==> config.mk <==
export PLATFORM = sky130hd
export DESIGN_NAME = fifo_rr_arbiter
export DESIGN_NICKNAME = d
export VERILOG_FILES = /design/src/rtl/fifo_arb_pkg.sv /design/src/rtl/fifo_store.sv /design/src/rtl/fifo_rr_arbiter.sv
export SDC_FILE = /design/constraint.sdc
export NUM_CORES = 1
export LEC_CHECK = 0
export ABC_AREA = 1
export CORE_ASPECT_RATIO = 0.75
export CORE_MARGIN = 3
export CORE_UTILIZATION = 30
export DETAILED_ROUTE_END_ITERATION = 16
export PLACE_DENSITY_LB_ADDON = 0.3
export SLEW_MARGIN = 20
export SYNTH_ARGS = -nofsm -noshare
export SYNTH_HDL_FRONTEND = slang
export SYNTH_SLANG_ARGS = --single-unit
==> constraint.sdc <==
create_clock -name clk -period 4.2 [get_ports clk]
set_input_delay 1.26 -clock clk [delete_from_list [all_inputs] [get_ports clk]]
set_output_delay 1.26 -clock clk [all_outputs]
set_load 0.005 [all_outputs]
==> src/rtl/fifo_arb_pkg.sv <==
// Shared configuration, entry format and round-robin pick function for the
// multi-producer FIFO arbiter.
package fifo_arb_pkg;

  localparam int NUM_REQ    = 4;
  localparam int DATA_WIDTH = 5;
  localparam int FIFO_DEPTH = 8;

  localparam int SRC_W = $clog2(NUM_REQ);
  localparam int PTR_W = $clog2(FIFO_DEPTH) + 1;

  typedef struct packed {
    logic [SRC_W-1:0]      src;
    logic [DATA_WIDTH-1:0] data;
  } entry_t;

  // One-hot grant for the first valid requester at or after ptr, wrapping.
  function automatic logic [NUM_REQ-1:0] rr_pick(input logic [NUM_REQ-1:0] valid,
                                                  input logic [SRC_W-1:0]   ptr);
    logic [NUM_REQ-1:0] grant;
    logic [SRC_W-1:0]   idx;
    grant = '0;
    for (int k = 0; k < NUM_REQ; k++) begin
      idx = SRC_W'((int'(ptr) + k) % NUM_REQ);
      if (valid[idx] && (grant == '0)) grant[idx] = 1'b1;
    end
    return grant;
  endfunction

endpackage

==> src/rtl/fifo_store.sv <==
// Synchronous show-ahead FIFO storage. Pointers carry an extra wrap bit;
// occupancy is kept in a register so full/empty come straight from flops.
module fifo_store
  import fifo_arb_pkg::*;
(
  input  logic             clk,
  input  logic             rst,
  input  logic             push_i,
  input  entry_t           push_entry_i,
  input  logic             pop_i,
  output entry_t           head_o,
  output logic [PTR_W-1:0] count_o,
  output logic             full_o,
  output logic             empty_o
);

  localparam int IDX_W = PTR_W - 1;

  entry_t           mem_q [FIFO_DEPTH];
  logic [PTR_W-1:0] wptr_q, rptr_q, count_q, count_d;
  logic             do_push, do_pop;

  assign full_o  = (count_q == PTR_W'(FIFO_DEPTH));
  assign empty_o = (count_q == '0);
  assign do_push = push_i && !full_o;
  assign do_pop  = pop_i && !empty_o;

  // Occupancy moves only when exactly one of push/pop happens.
  always_comb begin
    count_d = count_q;
    case ({do_push, do_pop})
      2'b10:   count_d = count_q + PTR_W'(1);
      2'b01:   count_d = count_q - PTR_W'(1);
      default: count_d = count_q;
    endcase
  end

  // Control state: pointers and occupancy.
  always_ff @(posedge clk) begin
    if (rst) begin
      wptr_q  <= '0;
      rptr_q  <= '0;
      count_q <= '0;
    end else begin
      if (do_push) wptr_q <= wptr_q + PTR_W'(1);
      if (do_pop)  rptr_q <= rptr_q + PTR_W'(1);
      count_q <= count_d;
    end
  end

  // Storage array; contents are deliberately left unreset.
  always_ff @(posedge clk) begin
    if (do_push) mem_q[wptr_q[IDX_W-1:0]] <= push_entry_i;
  end

  assign head_o  = empty_o ? '0 : mem_q[rptr_q[IDX_W-1:0]];
  assign count_o = count_q;

endmodule

==> src/rtl/fifo_rr_arbiter.sv <==
// Round-robin arbiter feeding one shared show-ahead FIFO; each stored word
// remembers which requester produced it.
module fifo_rr_arbiter
  import fifo_arb_pkg::*;
(
  input  logic                          clk,
  input  logic                          rst,
  input  logic [NUM_REQ-1:0]            req_valid,
  input  logic [NUM_REQ*DATA_WIDTH-1:0] req_data,
  output logic [NUM_REQ-1:0]            req_ready,
  output logic                          out_valid,
  output logic [DATA_WIDTH-1:0]         out_data,
  output logic [SRC_W-1:0]              out_src,
  input  logic                          out_ready,
  output logic [PTR_W-1:0]              count,
  output logic                          full,
  output logic                          empty
);

  logic [SRC_W-1:0]      rr_ptr_q, rr_ptr_d, gnt_idx;
  logic [NUM_REQ-1:0]    grant;
  logic [DATA_WIDTH-1:0] gnt_data;
  logic                  push, pop;
  entry_t                push_entry, head;

  // Full is a registered flag, so accepting never depends on the same-cycle pop.
  assign grant     = rr_pick(req_valid, rr_ptr_q);
  assign req_ready = (rst || full) ? '0 : grant;
  assign push      = |req_ready;

  // Encode the one-hot grant and select the winning payload.
  always_comb begin
    gnt_idx  = '0;
    gnt_data = '0;
    for (int i = 0; i < NUM_REQ; i++) begin
      if (grant[i]) begin
        gnt_idx  = SRC_W'(i);
        gnt_data = req_data[i*DATA_WIDTH +: DATA_WIDTH];
      end
    end
  end

  // Priority moves just past the requester that was served; holds otherwise.
  always_comb begin
    rr_ptr_d = rr_ptr_q;
    if (push) rr_ptr_d = (gnt_idx == SRC_W'(NUM_REQ - 1)) ? '0 : gnt_idx + SRC_W'(1);
  end

  // Round-robin pointer register.
  always_ff @(posedge clk) begin
    if (rst) rr_ptr_q <= '0;
    else     rr_ptr_q <= rr_ptr_d;
  end

  assign push_entry = '{src: gnt_idx, data: gnt_data};
  assign pop        = out_valid && out_ready;

  fifo_store u_store (
    .clk          (clk),
    .rst          (rst),
    .push_i       (push),
    .push_entry_i (push_entry),
    .pop_i        (pop),
    .head_o       (head),
    .count_o      (count),
    .full_o       (full),
    .empty_o      (empty)
  );

  assign out_valid = !empty;
  assign out_data  = head.data;
  assign out_src   = head.src;

endmodule

==> flow_results.org, run 1 <==
** Flow run
- Across the run, the number of max-cap violations was 0.

** Pwr
- Portion of total power attributed to combinational logic :: 60.8%
- Int Pwr :: between 3 and 4 mW
- The clock network is responsible for approximately 13% of the overall power.
- Power after layout :: 5.34 mW
- Proportion of total power due to net switching :: a little over two fifths
- For this design the ratio of total power to cell area is 1020 nW/um2.
- Worst IR drop on VDD :: 0.376 mV
- The analysis attributes to net switching a power of 2.24 mW.
- For this design the static power due to leakage is approximately 2.1 nW.
- Sequential cells burn about a quarter of the power.

** Detailed routing
- Routed wire per std cell :: 14.9 um
- Via count :: 3155
- The pre-antenna-repair detailed-routing pass consisted of 5 iterations.
- Post-detailed-route count of antenna-violating nets :: 0
- In this run, the number of DRC markers left after iteration 0 of detailed routing was about 250.
- Total wire length after detailed routing :: 9.98 mm
- Drt drc :: 0
- After detailed routing, the number of vias per cell comes to 4.70.

** GRT
- The via count of the first global-routing pass came to 3067.
- In the global route stage, overall resource usage came out at 14.4%.
- Residual overflow from global routing :: 0
- Entering global routing, the biggest net connects 16 pins.
- Antenna violations before repair :: 0
- The first global-routing pass estimated ~15 mm of wire.

** Synth
- Register area share after synthesis :: between 50% and 60%
- Largest family of logic cells by synthesized area :: simple AND/OR/NAND/NOR gates
- Of the total synthesized cell area, the portion taken by XOR and XNOR cells is less than 1%.
- Number of distinct library cells after synthesis :: 27
- Number of synthesized register bits :: 71
- The synthesized netlist devotes 24.2% of its cell area to simple gates.
- Adder-cell area share of the yosys netlist :: 5.02%
- Multiplexer area fraction after synthesis :: 0%
- Leading post-synthesis cells by cell area :: sky130_fd_sc_hd__edfxtp_1 46%, sky130_fd_sc_hd__dfxtp_1 8.3%, sky130_fd_sc_hd__nor2_1 6.4%
- Mapped Area :: 3640 um2
- Complex-gate fraction of the synthesized area :: 10.6%
- sky130_fd_sc_hd__edfxtp_1 takes more of the synthesized area than any other cell.
- The top cell type by area accounts for roughly 46% of the synthesized area.
- During synthesis, Yosys emitted a total of 0 warnings.
- Mean cell area of the mapped netlist :: between 9 and 10 um2
- Counting every net in the synthesized netlist gives 437.
- After technology mapping, the gate count stands at 396.

** Setup path
- Critical path startpoint category :: primary input
- Ordered list of cells on the worst path :: buf_6 > inv_2 > nand2_2 > nand2_2 > nand2_1 > nand3_2 > nand2_1 > inv_2 > nand3_4 > nand3_4 > inv_1 > nand3_2 > nand3_2 > nor2_4 > buf_6 > nand2_4 > buf_6 > nand2_4 > nand3_4 > inv_2 > buf_6
- Cell seen most often among critical-path stages :: sky130_fd_sc_hd__buf_6
- Kind of critical path :: primary input to primary output
- For the worst setup path, the data arrival time is 3.03 ns.
- Data required time at the worst endpoint :: 2.94 ns
- STA classifies the critical path endpoint as a primary output.
- Max stage delay on crit path :: 0.14 ns
- Along the worst path, the maximum fanout reaches 4.
- Critical Path Slowest Stage Cell :: sky130_fd_sc_hd__nor2_4

** Clock tree
- TritonCTS created 9 clock buffers.
- Clk sinks :: 71
- Clock latency on the worst-skew pair, taken at its later pin, is 0.33 ns.
- The root buffer cell chosen for the clock tree is sky130_fd_sc_hd__clkbuf_16.
- Buffers inserted to repair hold after CTS numbered 0.
- The clock passes through at most 2 buffers.
- CTS tree :: done
- The clock tree synthesis step divided the H-tree into 3 levels.
- CTS clk-pin slew, worst paths :: 0.05 ns

** STA
- Number of slew-limit violations in the final report :: 0
- Pin slew with the least headroom to its limit :: 0.553 ns
- The number of endpoints with negative hold slack in the final report came to 0.
- Upper clock frequency limit :: ~230 MHz
- In this run the tightest slew margin relative to its limit is a little over three fifths.
- Clock period minus final worst setup slack :: 4.29 ns
- Summed over all failing endpoints, the final setup total negative slack is -0.157 ns.
- Setup repair after global routing could not meet its margin everywhere.
- Clk_skew :: 0.00494 ns
- Setup violations remaining at the end of the flow were counted as 3.
- Minimum setup slack in the final design :: -0.0888 ns
- Final critical-path share of the clock period :: 102%

** Floorplanning
- Die outline area :: 13500 um2
- Pin placement for this block handled 45 I/O pins.
- Row generation in the floorplan step produced 34 rows.
- Initial core utilization :: 31.0%
- Die height :: 101 um
- The region available for standard cell placement spans 11700 um2.
- Chip width :: 133 um

** Run status
- Failing checks :: setup timing
- The run finished, with violations left.

** Finish
- The filler cells instantiated in the layout total 1089.
- For this run, the post-layout net count is 546.
- Leaving out fill and tap cells, the most frequent cell in the layout is sky130_fd_sc_hd__nor2_1.
- Share of layout cells above drive strength 1 :: 28.3%
- Area growth syn-to-layout :: 43.7%
- In the layout the commonest cells are 61 x sky130_fd_sc_hd__nor2_1, 57 x sky130_fd_sc_hd__buf_4, 56 x sky130_fd_sc_hd__edfxtp_1.
- # diodes :: 0

** Placed design
- Input and output buffers added on the ports amount to 44.
- The congestion estimate from routability-driven global placement came to 0.927.
- After legalization and detailed placement, the total HPWL measured approximately 6.7 mm.

** Worst hold path
- Worst min path class :: flop to flop
==> final cells by class <==
class / instances / area [um2] / share of cell area, %
flip-flops and latches: 71 / 1980 / 37.9
clock inverters: 5 / 50.0 / 0.957
repair buffers: 107 / 933 / 17.9
multi-input cells: 277 / 1690 / 32.2
clock buffers: 10 / 229 / 4.38
well taps: 162 / 203 / 3.88
inverters: 39 / 146 / 2.80
==> cell families after synthesis <==
| logic type | count (synthesis) |
|---|---|
| AND/OR/NAND/NOR | 190 |
| AO/OA/AOI/OAI | 71 |
| buffers and inverters | 48 |
| adder cells (fa/ha/maj) | 14 |
| flip-flops | 71 |
| XOR/XNOR | 2 |
==> routing by layer <==
metal | vias to the layer above | wire (um) | track usage (%)
met5 | - | 0 | 0
met1 | 1497 | 4730 | 19.1
li1 | 1572 | - | -
met3 | 12 | 406 | 4.27
met2 | 74 | 4720 | 23.4
met4 | 0 | 123 | 3.79
==> synth_stat cells <==
| cell type | instances |
|---|---|
| sky130_fd_sc_hd__nor2_1 | 62 |
| sky130_fd_sc_hd__edfxtp_1 | 56 |
| sky130_fd_sc_hd__nand2_1 | 56 |
| sky130_fd_sc_hd__o21ai_0 | 46 |
| sky130_fd_sc_hd__inv_1 | 36 |
| sky130_fd_sc_hd__nand3_1 | 33 |
| sky130_fd_sc_hd__dfxtp_1 | 15 |
| sky130_fd_sc_hd__ha_1 | 13 |
| sky130_fd_sc_hd__nor3_1 | 13 |
| sky130_fd_sc_hd__nand2_2 | 12 |
| sky130_fd_sc_hd__a31oi_1 | 9 |
| sky130_fd_sc_hd__clkbuf_1 | 8 |
| sky130_fd_sc_hd__a21oi_1 | 7 |
| sky130_fd_sc_hd__o22ai_1 | 7 |
| sky130_fd_sc_hd__nand3_2 | 4 |
| sky130_fd_sc_hd__nand2_4 | 3 |
| sky130_fd_sc_hd__nor2_2 | 3 |
| sky130_fd_sc_hd__nor2_4 | 3 |
| sky130_fd_sc_hd__inv_2 | 2 |
| sky130_fd_sc_hd__a211oi_1 | 1 |
| sky130_fd_sc_hd__and3_1 | 1 |
| sky130_fd_sc_hd__buf_8 | 1 |
| sky130_fd_sc_hd__clkinv_1 | 1 |
| sky130_fd_sc_hd__fa_1 | 1 |
| sky130_fd_sc_hd__o31ai_2 | 1 |
| sky130_fd_sc_hd__xnor2_1 | 1 |
| sky130_fd_sc_hd__xor2_1 | 1 |
==> critical path, delay by kind of cell <==
kind / cells / cell delay (ns)
buffers and inverters: 8 / 0.71
and+or+nand+nor: 13 / 1.05
==> flip-flops by register name, indices dropped and copies added (netlist names), named ones only <==
signal	count
u_store.rptr_q	3
rr_ptr_q	2
u_store.count_o	4
u_store.wptr_q	3
u_store.mem_q	56
==> timing repair <==
action / 4_1_cts / 5_1_grt
pin swaps: 24 / 29
buffers inserted: 15 / 11
resized for setup: 63 / 34
setup endpoints to repair: 6 / 5
==> power by group through the flow <==
stage / logic, mW / clock network, mW / registers, mW
global route: 3.59 / 0.759 / 1.40
global placement: 2.54 / 0 / 1.38
detailed placement: 2.60 / 0 / 1.39
finish: 3.25 / 0.713 / 1.38
CTS: 2.93 / 0.730 / 1.38
floorplan: 1.53 / 0 / 1.36
==> through the flow <==
stage               hold slack, ns  setup WS, ns  util [%]  instances  instance area, um2
finish                       0.478       -0.0888      44.5        671                5230
CTS                          0.478       -0.0668      42.7        662                5010
global placement             0.450        -0.620      38.6        632                4530
global route                 0.503        -0.214      44.5        671                5230
detailed placement           0.467        -0.741      38.6        632                4530
floorplan                    0.433        0.0472         -        396                3640
==> path summary, 6_finish.rpt <==
check,from,to,slack (ns),cells after the start
setup / recovery,req_valid[0],req_ready[0],-0.09,21
hold / removal,u_store.rptr_q[2]$_SDFFE_PP0P_,u_store.rptr_q[2]$_SDFFE_PP0P_,0.48,2
setup reg to reg,rr_ptr_q[1]$_SDFFE_PP0N_,u_store.count_o[3]$_SDFFE_PP0P_,0.31,32
hold reg to reg,u_store.rptr_q[2]$_SDFFE_PP0P_,u_store.rptr_q[2]$_SDFFE_PP0P_,0.48,2
Note: power is estimated with default switching activity, not from simulation.
==> run 2, diff against run 1 <==
CORE_MARGIN = not set   (was 3)
HOLD_SLACK_MARGIN = 0.06   (was not set)
==> flow_results.org, run 2 (synthesis results as in run 1) <==
** GRT
- Overall track demand over capacity in global routing :: 15.9% (+1.4 points)
- Pin count of the biggest net entering global routing :: 29 (+13)
- The first-pass GRT wire length was 15.1 mm (-2.1%).
- The sum of overflow across all layers after global routing is 0 (unchanged).
- Antenna violations before repair :: 0 (unchanged)
- Vias in the first global route :: 3167 (+3.3%)

** Detailed routing
- First-pass iteration count of the detailed router :: 4 (-1)
- Drt drc :: 0 (unchanged)
- Routed wire per std cell :: 14.1 um (-5.3%)
- The count of vias placed by the detailed router was 3109 (-1.5%).
- Detailed router's first-iteration violation count :: 143 (-42%)
- Ratio of routed vias to standard cells :: 4.63 (-1.5%)
- The routed wire length is 9.46 mm (-5.3%).
- Post-detailed-route count of antenna-violating nets :: 0 (unchanged)

** Pwr
- The switching power summed over all nets is 2.22 mW (-0.78%).
- The clock share of power came to 15.8% (+2.4 points).
- The worst ir drop on vdd is 0.337 mV (-10%).
- The cell-internal power is 3.23 mW (+4.1%).
- Leak Pwr :: 2.16 nW (+1.9%)
- The switching power as a share of total power was 40.8% (-1.2 points).
- The logic gate share of total power was 59.2% (-1.6 points).
- The power density over the cells was 1030 nW/um2 (+0.56%).
- Register share of total power :: 25.0% (-0.8 points)

** Setup path
- Data arrival, critical path :: 3.01 ns (-0.02 ns)
- The highest net fanout along the worst path was 4 (unchanged).
- The required arrival time at the worst endpoint came to 2.94 ns (about the same).
- Critical path startpoint category :: primary input
- Crit end category :: primary output
- The worst setup path is of the primary input to primary output kind.

** Floorplanning
- Std-Cell Rows :: 34 (unchanged)
- The initial core utilization is 31.1% (+0.11 points).
- Die height :: 97.4 um (-3.9%)
- The die width came to 129 um (-3.0%).
- Die outline area :: 12600 um2 (-6.8%)
- Number of ports placed on the die boundary :: 45 (unchanged)
- Core Box Area :: 11700 um2 (-0.36%)

** Clock tree
- CTS Buf Count :: 9 (unchanged)
- The maximum number of buffers from clock root to sink is 2 (unchanged).
- Clock tree synthesis selected as its root buffer the cell sky130_fd_sc_hd__clkbuf_16.
- CTS clk-pin slew, worst paths :: 0.05 ns (about the same)
- The clock latency reported for the late side of the worst-skew pair was 0.33 ns (about the same).
- Count of hold-fix buffers inserted at cts :: 0 (unchanged)
- CTS tree :: done
- The CTS H-tree depth came to 3 (unchanged).
- The number of clock sinks seen by CTS was 71 (unchanged).

** STA
- The largest clock skew in the final design came to 0.00561 ns (+0.000663 ns).
- The number of endpoints with negative hold slack in the final report came to 0 (unchanged).
- Setup_tns :: -0.152 ns (+0.00515 ns)
- Clock period minus final worst setup slack :: 4.27 ns (-0.0182 ns)
- The final worst slack is -0.0705 ns (+0.0182 ns).
- Number of failing setup endpoints in the final timing report :: 4 (+1)
- Upper clock frequency limit :: 234 MHz (+0.43%)
- The final clock period utilization by the worst path was 102% (-0.43 points).
- The max-slew violation count was 0 (unchanged).
- RSZ-0062 raised after global routing :: yes
- The worst slew slack as a fraction of its limit was 69.4% (+6.3 points).
- The slew at the pin closest to its max-slew limit is 0.458 ns (-0.0948 ns).

** Finish
- The antenna cell count was 0 (unchanged).
- Final net count :: 545 (-0.18%)
- The fraction of layout instances using a drive strength above 1 came to 30.3% (+2.0 points).
- The flip-flop count of the largest register, all copies and words added is 56 (unchanged).
- The design area is 5310 um2 (+1.5%).
- Area growth syn-to-layout :: 45.8%
- The library cells used most frequently in the layout, excluding fill and tap cells, are 61 x sky130_fd_sc_hd__nor2_1, 58 x sky130_fd_sc_hd__buf_4, 56 x sky130_fd_sc_hd__edfxtp_1.
- Post-route non-filler standard cell count :: 671 (unchanged)
- Commonest non-fill, non-tap cell in the layout :: sky130_fd_sc_hd__nor2_1

** Placed design
- Cell area reported after detailed placement :: 4480 um2 (-1.2%)
- Placer's final routability congestion estimate :: 0.862 (-7.1%)
- The detailed-placement wirelength estimate came to 6.34 mm (-5.2%).
- The number of placed instances with taps included was 625 (-1.1%).
- The number of buffers inserted by port buffering was 44 (unchanged).

** Flow run
- The max-capacitance violation count is 0 (unchanged).

** Run status
- Failing checks :: setup timing
- Outcome :: finished, violations left

** Worst hold path
- Worst min path class :: flop to flop
-- run 2: changes by cell type in the layout (fill, tap and decap cells not counted), moves of 3 or more --
cell,before,now
sky130_fd_sc_hd__nand3_4,5,8
sky130_fd_sc_hd__clkinv_4,0,3
sky130_fd_sc_hd__buf_6,12,7
sky130_fd_sc_hd__nand2_4,11,7
sky130_fd_sc_hd__nand2_2,12,23
sky130_fd_sc_hd__nand2_1,48,41
-- run 2: final timing paths --
kind	slack, ns	depth (start not counted)	to	start
worst max register to register	0.16	27	u_store.count_o[3]$_SDFFE_PP0P_	rr_ptr_q[1]$_SDFFE_PP0N_
worst min register to register	0.47	2	u_store.rptr_q[2]$_SDFFE_PP0P_	u_store.rptr_q[2]$_SDFFE_PP0P_
worst max-delay path	-0.07	20	req_ready[2]	req_valid[1]
worst min-delay path	0.47	2	u_store.rptr_q[2]$_SDFFE_PP0P_	u_store.rptr_q[2]$_SDFFE_PP0P_
-- run 2: through the flow --
stage / total power, mW / setup slack (ns) / hold WS, ns / util, %
detailed placement: 3.91 / -0.732 / 0.457 / 38.3
global route: 5.85 / -0.189 / 0.506 / 45.4
finish: 5.45 / -0.0705 / 0.467 / 45.4
CTS: 5.19 / -0.0188 / 0.466 / 44.0
floorplan: 2.89 / 0.0472 / 0.433 / -
global placement: 3.85 / -0.624 / 0.449 / 38.3
-- run 2: routing by layer --
| layer | part of all wire (%) | vias to the layer above | global-route usage [%] | wire, um |
|---|---|---|---|---|
| met4 | 1.3 | 0 | 5.16 | 121 |
| met1 | 46 | 1467 | 19.2 | 4340 |
| met3 | 4.8 | 10 | 5.29 | 452 |
| met2 | 48 | 58 | 26.3 | 4550 |
| li1 | - | 1574 | - | - |
| met5 | 0 | - | 0 | 0 |
-- run 2: cell type report --
| class | count | area, um2 |
|---|---|---|
| clock buffer | 9 | 225 |
| clock inverter | 7 | 120 |
| fill | 1095 | 6390 |
| inverter | 39 | 151 |
| multi-input combinational | 277 | 1720 |
| sequential | 71 | 1980 |
| tap | 162 | 203 |
| timing repair buffer | 106 | 906 |
-- run 2: what timing repair did --
action                                  4_1_cts  5_1_grt
pin swaps                                    26       16
endpoints found under the setup margin        5       46
gates resized for setup                      72       27
buffers inserted                             28        3
-- run 2: power by group through the flow --
stage | combinational (mW) | clock (mW) | sequential, mW
5_1_grt | 3.55 | 0.913 | 1.38
4_1_cts | 2.95 | 0.885 | 1.36
2_1_floorplan | 1.53 | 0 | 1.36
3_3_place_gp | 2.48 | 0 | 1.37
3_5_place_dp | 2.53 | 0 | 1.38
6_report | 3.23 | 0.864 | 1.36
-- run 2: critical path, stage by stage --
cell                              delay (ns)
sky130_fd_sc_hd__buf_6                  0.08
sky130_fd_sc_hd__inv_2                  0.03
sky130_fd_sc_hd__nand2_2                0.06
sky130_fd_sc_hd__nand2_2                0.07
sky130_fd_sc_hd__nand2_2                0.07
sky130_fd_sc_hd__nand3_2                0.10
sky130_fd_sc_hd__nand2_2                0.10
sky130_fd_sc_hd__clkinv_4               0.09
sky130_fd_sc_hd__nand3_4                0.10
sky130_fd_sc_hd__nand2_4                0.08
sky130_fd_sc_hd__nor2_4                 0.14
sky130_fd_sc_hd__nand3_1                0.11
sky130_fd_sc_hd__nand2_2                0.12
sky130_fd_sc_hd__nor2_4                 0.05
sky130_fd_sc_hd__buf_4                  0.13
sky130_fd_sc_hd__nand3_2                0.07
sky130_fd_sc_hd__nand2_2                0.06
sky130_fd_sc_hd__nand2_2                0.06
sky130_fd_sc_hd__inv_1                  0.04
sky130_fd_sc_hd__clkdlybuf4s15_2        0.19
